==> src/rtl/lmsm_sequencer_pkg.sv <==
// Shared processor package for the LM/SM sequencer.
//   NUM_REGS    : number of architectural registers covered by the mask
//   REG_IDX_W   : width of a register index
//   ADDR_W      : data-memory address width
//   seq_state_t : sequencer state encoding (IDLE=0, ISSUE=1, FINISH=2)
package lmsm_sequencer_pkg;

  localparam int NUM_REGS  = 8;
  localparam int REG_IDX_W = 3;
  localparam int ADDR_W    = 16;

  typedef enum logic [1:0] {
    IDLE   = 2'd0,
    ISSUE  = 2'd1,
    FINISH = 2'd2
  } seq_state_t;

endpackage

==> src/rtl/lmsm_sequencer_ffs8.sv <==
// Find-first-set over an 8-bit register mask (purely combinational).
//   mask : input  [NUM_REGS-1:0]  remaining register mask
//   idx  : output [REG_IDX_W-1:0] index of the lowest set bit (0 when none set)
//   any  : output                 1 when at least one bit of mask is set
module ffs8
  import lmsm_sequencer_pkg::*;
(
  input  logic [NUM_REGS-1:0]  mask,
  output logic [REG_IDX_W-1:0] idx,
  output logic                 any
);

  // Scan from the top down so the lowest set bit is the last to win.
  always_comb begin
    idx = '0;
    for (int i = NUM_REGS - 1; i >= 0; i--) begin
      if (mask[i]) begin
        idx = REG_IDX_W'(i);
      end
    end
  end

  assign any = |mask;

endmodule

==> src/rtl/lmsm_sequencer.sv <==
// LM/SM micro-op sequencer. Expands one load-multiple / store-multiple
// instruction into one single-register micro-op per set mask bit, in
// ascending register order at consecutive addresses, then pulses done.
//   clock        : in  sole clock, rising edge
//   reset        : in  asynchronous, active-low reset
//   start        : in  LM/SM present in the ID/RF slot
//   is_store     : in  1 = SM, 0 = LM (sampled with start)
//   base_addr    : in  [15:0] starting address (sampled with start)
//   reg_mask     : in  [7:0] bit i selects register i (sampled with start)
//   hold         : in  downstream not accepting the micro-op this cycle
//   busy         : out sequence in progress
//   stall_fetch  : out freeze PC / IF-ID / ID-RF
//   uop_valid    : out micro-op valid
//   uop_is_store : out micro-op is a store
//   uop_reg      : out [2:0] register index of micro-op
//   uop_addr     : out [15:0] data-memory address of micro-op
//   done         : out one-cycle completion pulse
module lmsm_sequencer
  import lmsm_sequencer_pkg::*;
(
  input  logic                 clock,
  input  logic                 reset,
  input  logic                 start,
  input  logic                 is_store,
  input  logic [ADDR_W-1:0]    base_addr,
  input  logic [NUM_REGS-1:0]  reg_mask,
  input  logic                 hold,
  output logic                 busy,
  output logic                 stall_fetch,
  output logic                 uop_valid,
  output logic                 uop_is_store,
  output logic [REG_IDX_W-1:0] uop_reg,
  output logic [ADDR_W-1:0]    uop_addr,
  output logic                 done
);

  seq_state_t           state_reg, state_next;
  logic [NUM_REGS-1:0]  mask_reg, mask_next;
  logic [ADDR_W-1:0]    addr_reg, addr_next;
  logic                 is_store_reg, is_store_next;

  logic [REG_IDX_W-1:0] sel_idx;
  logic                 sel_any;
  logic [NUM_REGS-1:0]  clear_bit;
  logic [NUM_REGS-1:0]  mask_cleared;

  ffs8 u_ffs8 (
    .mask (mask_reg),
    .idx  (sel_idx),
    .any  (sel_any)
  );

  assign clear_bit    = NUM_REGS'(1) << sel_idx;
  assign mask_cleared = mask_reg & ~clear_bit;

  always_ff @(posedge clock or negedge reset) begin
    if (!reset) begin
      state_reg    <= IDLE;
      mask_reg     <= '0;
      addr_reg     <= '0;
      is_store_reg <= 1'b0;
    end else begin
      state_reg    <= state_next;
      mask_reg     <= mask_next;
      addr_reg     <= addr_next;
      is_store_reg <= is_store_next;
    end
  end

  always_comb begin
    state_next    = state_reg;
    mask_next     = mask_reg;
    addr_next     = addr_reg;
    is_store_next = is_store_reg;
    case (state_reg)
      IDLE: begin
        if (start) begin
          is_store_next = is_store;
          addr_next     = base_addr;
          mask_next     = reg_mask;
          state_next    = (|reg_mask) ? ISSUE : FINISH;
        end
      end
      ISSUE: begin
        // An empty mask cannot normally reach ISSUE; leave cleanly if it does.
        if (!sel_any) begin
          state_next = FINISH;
        end else if (!hold) begin
          mask_next = mask_cleared;
          addr_next = addr_reg + ADDR_W'(1);
          if (mask_cleared == '0) begin
            state_next = FINISH;
          end
        end
      end
      FINISH: begin
        state_next = IDLE;
      end
      default: begin
        state_next = IDLE;
      end
    endcase
  end

  // Micro-op fields come straight from registers (or a function of the
  // registered mask), so they are glitch-free and read as 0 under reset.
  assign busy         = (state_reg != IDLE);
  assign uop_valid    = (state_reg == ISSUE);
  assign done         = (state_reg == FINISH);
  assign uop_reg      = sel_idx;
  assign uop_addr     = addr_reg;
  assign uop_is_store = is_store_reg;

  // The stall must cover the cycle the instruction is first seen, before
  // busy rises. Gated with reset so every output reads 0 while in reset.
  assign stall_fetch  = busy | ((state_reg == IDLE) & start & reset);

endmodule

==> config.mk <==
export PLATFORM = sky130hd
export DESIGN_NAME = lmsm_sequencer
export DESIGN_NICKNAME = d
export VERILOG_FILES = /design/src/rtl/lmsm_sequencer_pkg.sv /design/src/rtl/lmsm_sequencer_ffs8.sv /design/src/rtl/lmsm_sequencer.sv
export SDC_FILE = /design/constraint.sdc
export NUM_CORES = 1
export LEC_CHECK = 0
export CAP_MARGIN = 20
export CORE_MARGIN = 8
export CORE_UTILIZATION = 54
export CTS_CLUSTER_SIZE = 30
export DETAILED_ROUTE_END_ITERATION = 7
export DONT_BUFFER_PORTS = 1
export PLACE_DENSITY = 0.67
export SLEW_MARGIN = 15
export SYNTH_ARGS = -nofsm -noshare
export SYNTH_HDL_FRONTEND = slang
export SYNTH_SLANG_ARGS = --single-unit
==> constraint.sdc <==
create_clock -name clock -period 3.7 [get_ports clock]
set_input_delay 0.37 -clock clock [delete_from_list [all_inputs] [get_ports clock]]
set_output_delay 0.37 -clock clock [all_outputs]
set_load 0.05 [all_outputs]
==> flow_summary.json <==
{
  "status": "completed",
  "rrSetupSlack_ps": 1410,
  "dieArea_um2": 5300,
  "synth.distinct_cells": 48,
  "fmax_mhz": 404,
  "final_common_cell": "nand2_1",
  "post_cts_buffers": 0,
  "drc": 0,
  "synthXorXnorAreaFrac_pct": 0,
  "syn_to_final_growth_pct": 3.59,
  "crit_family": "buffers and inverters",
  "hp-start": "is_store",
  "die_h_um": 72.8,
  "overflow": 0,
  "core-area_um2": 3050,
  "hold_violations": 0,
  "final_cell_mix": "nand2_1, dfrtp_1, a21oi_1",
  "synth_seq_cells": 27,
  "synth_edf_count": 0,
  "crit_chain": "nand2b_1 > clkinv_1 > buf_4",
  "synth_compound_area_share_pct": 30.9,
  "synth_top_flop_cell": "dfrtp_1",
  "reg2reg_depth": 6,
  "synth_top_area_cell": "dfrtp_1",
  "start_util_pct": 57.0,
  "slowest_delay_ps": 570,
  "drv_cap": 0,
  "worstReg2RegStart": "state_reg[1]$_DFFE_PN0P_",
  "worstPathArrival_ps": 2100,
  "fin_crit_sh_pct": 66.9,
  "grt_antenna_before_repair": 0,
  "required_ps": 3330,
  "cts_buffers": 3,
  "diodes": 0,
  "critical_path_buf_inv_count": 2,
  "postSynthAreaPerCell_um2": 8.45,
  "syn_area_um2": 1740,
  "hold_buffers": 2,
  "min_period_ps": 2470,
  "worst_hold_path_type": "in -> reg",
  "worstSetupPathType": "reg -> out",
  "first_iter_violations": 106,
  "drive_gt1_share_pct": 10.3,
  "place_congestion": 0.800,
  "ant_nets": 0,
  "dp_hpwl_mm": 3.33,
  "synth.yosys.warnings": 0,
  "grt_pass1_wl_mm": 7.33,
  "ys_seq_area_share_pct": 38.8,
  "timing.setup.tns_ps": 0,
  "critical-path-slowest-cell": "clkinv_1",
  "worst_pin_slew_ps": 959,
  "clock-sinks": 27,
  "top_level_ports": 53,
  "synth_top_family_by_area": "compound AO/OA/AOI/OAI gates",
  "synth_fp_nets": 236,
  "largest_reg_flops": 16,
  "clock_skew_ps": 2.46,
  "wl_mm": 4.44,
  "synthCells": 206,
  "clk_path_buf_depth": 2,
  "nFillCells": 298,
  "synthSimpleGateAreaFrac_pct": 22.6,
  "post-synth-top-area-fraction_pct": 38.8,
  "critPathLaunchType": "register",
  "drv_slew": 0,
  "clk_pin_slew_ps": 150,
  "synth-async-reset-ratio_pct": 100,
  "clock_latency_ps": 320,
  "rsz0062_at_grt": "false",
  "grt_max_degree": 28,
  "vias_per_cell": 6.31,
  "rows": 20,
  "synthMuxAreaShare_pct": 0,
  "drt_pre_antenna_iters": 4,
  "cts_resized": 0,
  "h-tree-depth": 1,
  "vias": 1558,
  "max_slew_margin_pct": 35.9,
  "root_buffer": "clkbuf_4",
  "synth_area_leaders": "dfrtp_1, nand2_1, a21oi_1, o21ai_0, nor2_1",
  "die-width_um": 72.8,
  "crit-reg2reg-capture": "uop_addr[12]$_DFFE_PN0P_",
  "finalSetupViolations": 0,
  "endpoint_kind": "output pin",
  "crit_fanout": 20,
  "hold_end": "uop_is_store$_DFFE_PN0P_",
  "io_buffers": 0,
  "synthAdderAreaFrac_pct": 1.29,
  "grt_usage_pct": 16.9,
  "routedWlPerCell_um": 18.0,
  "nets": 234,
  "cts_tree": "done",
  "hold_depth": 2,
  "grt_pass1_vias": 1449
}
[logic make-up (layout without fill, tap and decap cells)]
group,count (synthesis),count (layout)
fa+ha+maj,2,2
simple gates,83,83
compound gates,74,74
buf+inv,20,17
flops,27,27
[final cells by class]
cell class	count	area, µm²	area share, %
Clock buffer	3	22.5	1.25
Clock inverter	1	5.00	0.277
Inverter	7	26.3	1.46
Multi-Input combinational cell	159	960	53.2
Sequential cell	27	676	37.4
Tap cell	44	55.1	3.05
Timing Repair Buffer	6	60.1	3.33
[synth_stat cells, drive strengths merged (3+ instances only)]
cell type,n
a21oi,20
a22o,7
a2bb2oi,3
a31oi,4
buf,9
clkbuf,4
dfrtp,27
inv,6
nand2,33
nand3,11
nor2,17
nor3,5
nor4,3
o21ai,14
o22ai,8
or3,4
[worst reg2reg max path: cells and delay by family (launching register included)]
kind | cells | cell delay [ps]
buffers and inverters | 2 | 990
and+or+nand+nor | 2 | 550
DFF | 1 | 380
AOI/OAI and AO/OA | 2 | 270
[metrics by stage]
step | util [%] | hold slack [ps] | area [µm²] | cells | setup slack, ps
finish | 59.1 | 143 | 1800 | 247 | 1230
global route | 59.1 | 111 | 1800 | 247 | 976
CTS | 59.1 | 133 | 1800 | 247 | 1230
detailed placement | 57.2 | 75.3 | 1750 | 241 | 1450
global placement | 57.2 | 75.2 | 1750 | 241 | 1530
floorplan | - | 74.4 | 1740 | 206 | 1370
[layer usage]
| metal | routed length [µm] | vias to the layer above | track usage, % | part of all wire, % |
|---|---|---|---|---|
| li1 | - | 754 | - | - |
| met1 | 1840 | 736 | 21.6 | 41 |
| met2 | 2120 | 66 | 27.4 | 48 |
| met3 | 461 | 2 | 5.08 | 10 |
| met4 | 15 | 0 | 3.33 | 0.34 |
| met5 | 0 | - | 0 | 0 |
[worst max-delay path by stage]
stage	to	slack (ps)	cells past startpoint	startpoint
floorplan	uop_reg[2]	1370	4	mask_reg[0]$_DFFE_PN0P_
global placement	mask_reg[3]$_DFFE_PN0P_	1530	5	mask_reg[0]$_DFFE_PN0P_
detailed placement	uop_addr[4]$_DFFE_PN0P_	1450	5	state_reg[1]$_DFFE_PN0P_
CTS	uop_valid	1230	3	state_reg[1]$_DFFE_PN0P_
global route	uop_valid	980	3	state_reg[1]$_DFFE_PN0P_
finish	uop_valid	1230	3	state_reg[1]$_DFFE_PN0P_
Power is not shown: default switching activity piles up to over one toggle a cycle in this logic, so the estimate is an artifact.
==> RTL change 1 (same flow settings) <==
`NUM_REGS`: 8 -> 10.
--- a/src/rtl/lmsm_sequencer_pkg.sv
+++ b/src/rtl/lmsm_sequencer_pkg.sv
@@ -5,7 +5,7 @@
 //   seq_state_t : sequencer state encoding (IDLE=0, ISSUE=1, FINISH=2)
 package lmsm_sequencer_pkg;
 
-  localparam int NUM_REGS  = 8;
+  localparam int NUM_REGS  = 10;
   localparam int REG_IDX_W = 3;
   localparam int ADDR_W    = 16;
 
Ports: changed (resized reg_mask); port bits go from 53 to 55. The function was not compared with the original's and may differ.
==> RTL change 1 against the original RTL <==
Clock skew rose by 0.0075 ns. Cell count grew 0.81%. Synthesized area grew 1.4%. First-iteration DRC count increased by 11%. Worst setup slack got worse by 0.26 ns. Hold slack improved by 0.00075 ns. Wire length grew 3.8%. Cell area increased by 4.4%. Sequential cell count up 2. Highest routed layer unchanged.
==> RTL change 1: results (changes against the original RTL) <==
status:
  status: "finished, final reports clean"
grt:
  grt_pass1_vias: 1494  # +3.1%
  track_usage_pct: 18.1  # +1.2 points
  grt_max_degree: 30  # +7.1%
  grt_pass1_wl_um: 7560  # +3.1%
synth:
  synth_cell_types: 49  # +2.1%
  synth-compound-area-share_pct: 30.4  # -0.51 points
  syn_inst: 204  # -0.97%
  yosys.area_share.adder_pct: 1.27  # -0.018 points
  yosysSeqAreaShare_pct: 41.1  # +2.3 points
  synth_area_leaders: "dfrtp_1 (41%), a21oi_1 (7.1%), nand2_1 (6.2%)"
clock_tree:
  cts.htree.levels: 2  # +1
  numCtsBuffers: 5  # +2
  cts.reportedPaths.clkPinSlew_ns: 0.10  # -0.05 ns
critical_path:
  cpPeakStageDelay_ns: 0.77  # +0.20 ns
  crit_arrival_ns: 2.36  # +0.26 ns
  r2r_slack_ns: 1.27  # -0.14 ns
  cp_max_fo: 28  # +40%
  cp_slowest_cell: "inv_1"
timing:
  fin_skew_ns: 0.00999  # +0.00752 ns
  tightest_slew_ns: 1.12  # +0.157 ns
placed_design:
  hpwl_um: 3280  # -1.4%
  placed_cells: 239  # -0.83%
  place.gp.congestion: 0.964  # +20%
drt:
  drt_iter0_markers: 118  # +11%
layout:
  instances_no_fill: 249  # +0.81%
==> RTL change 1: changes by cell type after synthesis, sizes merged, moves of 3 or more <==
cell and delta:
buf -3, or3 -3, o22ai -3, nand3 -6
a21oi +5, o2bb2ai +4, nand2 -4, o21ai +6
==> RTL change 1: logic make-up (layout without fill, tap and decap cells) <==
kind of cell | Yosys count | after routing
multiplexers | 3 | 3
buffers and inverters | 16 | 17
AND/OR/NAND/NOR | 73 | 73
adder cells (fa/ha/maj) | 2 | 2
AO/OA/AOI/OAI | 81 | 81
flip-flops | 29 | 29
==> RTL change 1: how the worst min path moves through the flow <==
stage,to,from,slack [ns],cells past startpoint
final,mask_reg[6],reg_mask[6],0.14,2
after global routing,mask_reg[6],reg_mask[6],0.14,2
after CTS,mask_reg[6],reg_mask[6],0.14,2
after detailed placement,mask_reg[9],reset,0.08,0
after global placement,mask_reg[8],reset,0.08,0
after floorplan,mask_reg[0],reset,0.07,0
==> RTL change 1: repair_timing <==
item / CTS / global route
buffers inserted: 0 / 0
endpoints found under the hold margin: 29 / 0
hold buffers: 2 / 0
endpoints found under the setup margin: 0 / 0
==> RTL change 1: final cells by class <==
type	count	area, sq um
flip-flops and latches	29	726
fillers	272	1190
clock inverters	1	5.00
well taps	44	55.1
clock buffers	7	65.1
multi-input cells	159	972
inverters	6	22.5
repair buffers	3	37.5
==> RTL change 1: metrics by stage <==
step / cell area [sq um] / util, % / hold WS, ns / power [mW] / setup slack [ns]
after floorplan: 1770 / - / 0.0744 / 0.587 / 1.43
after global placement: 1780 / 57.9 / 0.0753 / 0.613 / 1.38
after CTS: 1880 / 61.2 / 0.138 / 0.852 / 0.968
final: 1880 / 61.2 / 0.144 / 0.844 / 0.969
after global routing: 1880 / 61.2 / 0.139 / 0.882 / 0.774
after detailed placement: 1780 / 57.9 / 0.0754 / 0.614 / 1.30
==> RTL change 1: power groups by stage <==
stage	Combinational [mW]	Sequential [mW]	Clock, mW
floorplan	0.0753	0.512	0
global placement	0.0841	0.529	0
detailed placement	0.0850	0.529	0
CTS	0.0950	0.523	0.234
global route	0.109	0.529	0.244
finish	0.0942	0.522	0.227
==> RTL change 1: layer usage <==
| layer | track usage (%) | routed length [um] |
|---|---|---|
| met1 | 20.8 | 1770 |
| met2 | 28.6 | 2270 |
| met3 | 7.42 | 469 |
| met4 | 8.44 | 91 |
| met5 | 0 | 0 |
==> RTL change 2 (config.mk and constraints unchanged) <==
Made on the original files. Re-encode `seq_state_t` (3 states) as one-hot, 3 bits wide.
--- a/src/rtl/lmsm_sequencer_pkg.sv
+++ b/src/rtl/lmsm_sequencer_pkg.sv
@@ -9,10 +9,10 @@
   localparam int REG_IDX_W = 3;
   localparam int ADDR_W    = 16;
 
-  typedef enum logic [1:0] {
-    IDLE   = 2'd0,
-    ISSUE  = 2'd1,
-    FINISH = 2'd2
+  typedef enum logic [2:0] {
+    IDLE   = 3'b001,
+    ISSUE  = 3'b010,
+    FINISH = 3'b100
   } seq_state_t;
 
 endpackage
Function: no difference found for any inputs over 10 cycles, from zero or initial values and one cycle with reset low; not proved beyond that.
==> RTL change 2 against the original RTL <==
Synthesized area is 3.6% lower. Wire length shrank 2.6%. Highest routed layer unchanged. Critical endpoint is now uop_reg[2]. Worst setup slack lost 0.12 ns. Count of clock-buffer cells in the layout rose by 1. Sequential cell count increased by 1. Hold slack improved by 0.011 ns. Via count down 2.6%. Cell area decreased by 3.3%.
==> RTL change 2: results (changes against the original RTL) <==
timing:
  fin_skew_ns: 0.00751  # +0.00505 ns
  fin_crit_sh_pct: 70.1  # +3.2 points
  tightest_slew_ns: 1.03  # +0.0701 ns
  whs_ns: 0.153  # +0.0107 ns
critical_path:
  r2r_slack_ns: 1.28  # -0.13 ns
  cpPeakStageDelay_ns: 0.89  # +0.32 ns
  critical-path-top-delay-family: "compound AO/OA/AOI/OAI gates"
  r2r_start: "state_reg[0]"
  crit_arrival_ns: 2.22  # +0.12 ns
  cp_slowest_cell: "a21boi_1"
  crit_start: "mask_reg[0]"
  cp_max_fo: 8  # -60%
synth:
  synth_area_leaders: "dfrtp_1 (40%), o21ai_0 (7.2%), a21oi_1 (6.6%)"
  syn_avg_cell_area_sq_um: 8.23  # -2.6%
  yosys_most_used_dff: "dfrtp_1"
  synth_cell_types: 40  # -17%
  synth_fp_nets: 234  # -0.85%
  yosysSeqAreaShare_pct: 41.8  # +3.0 points
  yosysWarnings: 0  # unchanged
  synth_common_cells: "dfrtp_1 (27), nand2_1 (24), o21ai_0 (24), a21oi_1 (22), nor2_1 (16)"
grt:
  track_usage_pct: 17.8  # +0.83 points
  grt_pass1_wl_um: 7420  # +1.2%
  grt_max_degree: 33  # +18%
  antenna_found_initial: 0  # unchanged
clock_tree:
  clkLatencyLatePin_ns: 0.34  # +0.02 ns
  numCtsBuffers: 3  # unchanged
  post_cts_buffers: 0  # unchanged
  cts-root-buf: "clkbuf_4"
worst_hold_path:
  min_from: "start"
  holdCritPathClass: "in2reg"
drt:
  num_vias: 1518  # -2.6%
  drt_iter0_markers: 128  # +21%
  avgViaCountPerCell: 6.54  # +3.7%
  wire_per_inst_um: 18.6  # +3.7%
placed_design:
  numPortBuffers: 0  # unchanged
  hpwl_um: 3040  # -8.5%
  postPlaceCellArea_sq_um: 1680  # -3.9%
  place.gp.congestion: 0.822  # +2.8%
status:
  status: "finished, final reports clean"
layout:
  num-fill-cells: 270  # -9.4%
  layout-drive-gt1-share_pct: 7.04  # -3.3 points
  largest_reg_flops: 16  # unchanged
  final_nets: 230  # -1.7%
power:
  peakVddDrop_uv: 445
[RTL change 2: logic make-up after synthesis]
kind of cell    count (synthesis)  share of synthesized area [%]
compound gates                 80                           29.4
fa+ha+maj                       1                          0.745
buf+inv                        18                           5.07
flops                          28                           41.8
mux                             1                          0.671
simple gates                   76                           22.4
[RTL change 2: path summary, 6_finish.rpt]
| check | end | cells past startpoint |
|---|---|---|
| setup / recovery | uop_reg[2] | 2 |
| hold / removal | state_reg[2] | 2 |
| setup reg to reg | mask_reg[2] | 6 |
| hold reg to reg | mask_reg[4] | 1 |
| max in group asynchronous | state_reg[0] | 2 |
| min in group asynchronous | mask_reg[1] | 2 |
[RTL change 2: report_power, final]
part / switching (mW) / total (mW) / internal [mW]
clock network: 0.0933 / 0.154 / 0.0604
registers: 0.534 / 0.980 / 0.445
logic: 0.522 / 0.799 / 0.277
total: 1.15 / 1.93 / 0.783
[RTL change 2: area by class of cell]
cell class | instances | area [sq um] | share of cell area, %
multi-input combinational | 158 | 897 | 51.4
sequential | 28 | 702 | 40.2
inverter | 4 | 15.0 | 0.861
tap | 33 | 41.3 | 2.37
clock buffer | 4 | 36.3 | 2.08
timing repair buffer | 5 | 52.6 | 3.01
[RTL change 2: repair_timing]
item	CTS	global route
endpoints found under the hold margin	28	0
hold buffers	2	0
endpoints found under the setup margin	0	0
[RTL change 2: layer usage]
metal / wire [um] / vias to the layer above / global-route usage [%] / share of wire, %
li1: - / 746 / - / -
met1: 1750 / 720 / 21.6 / 41
met2: 2150 / 45 / 28.2 / 50
met3: 342 / 7 / 5.44 / 7.9
met4: 74 / 0 / 7.48 / 1.7
met5: 0 / - / 0 / 0
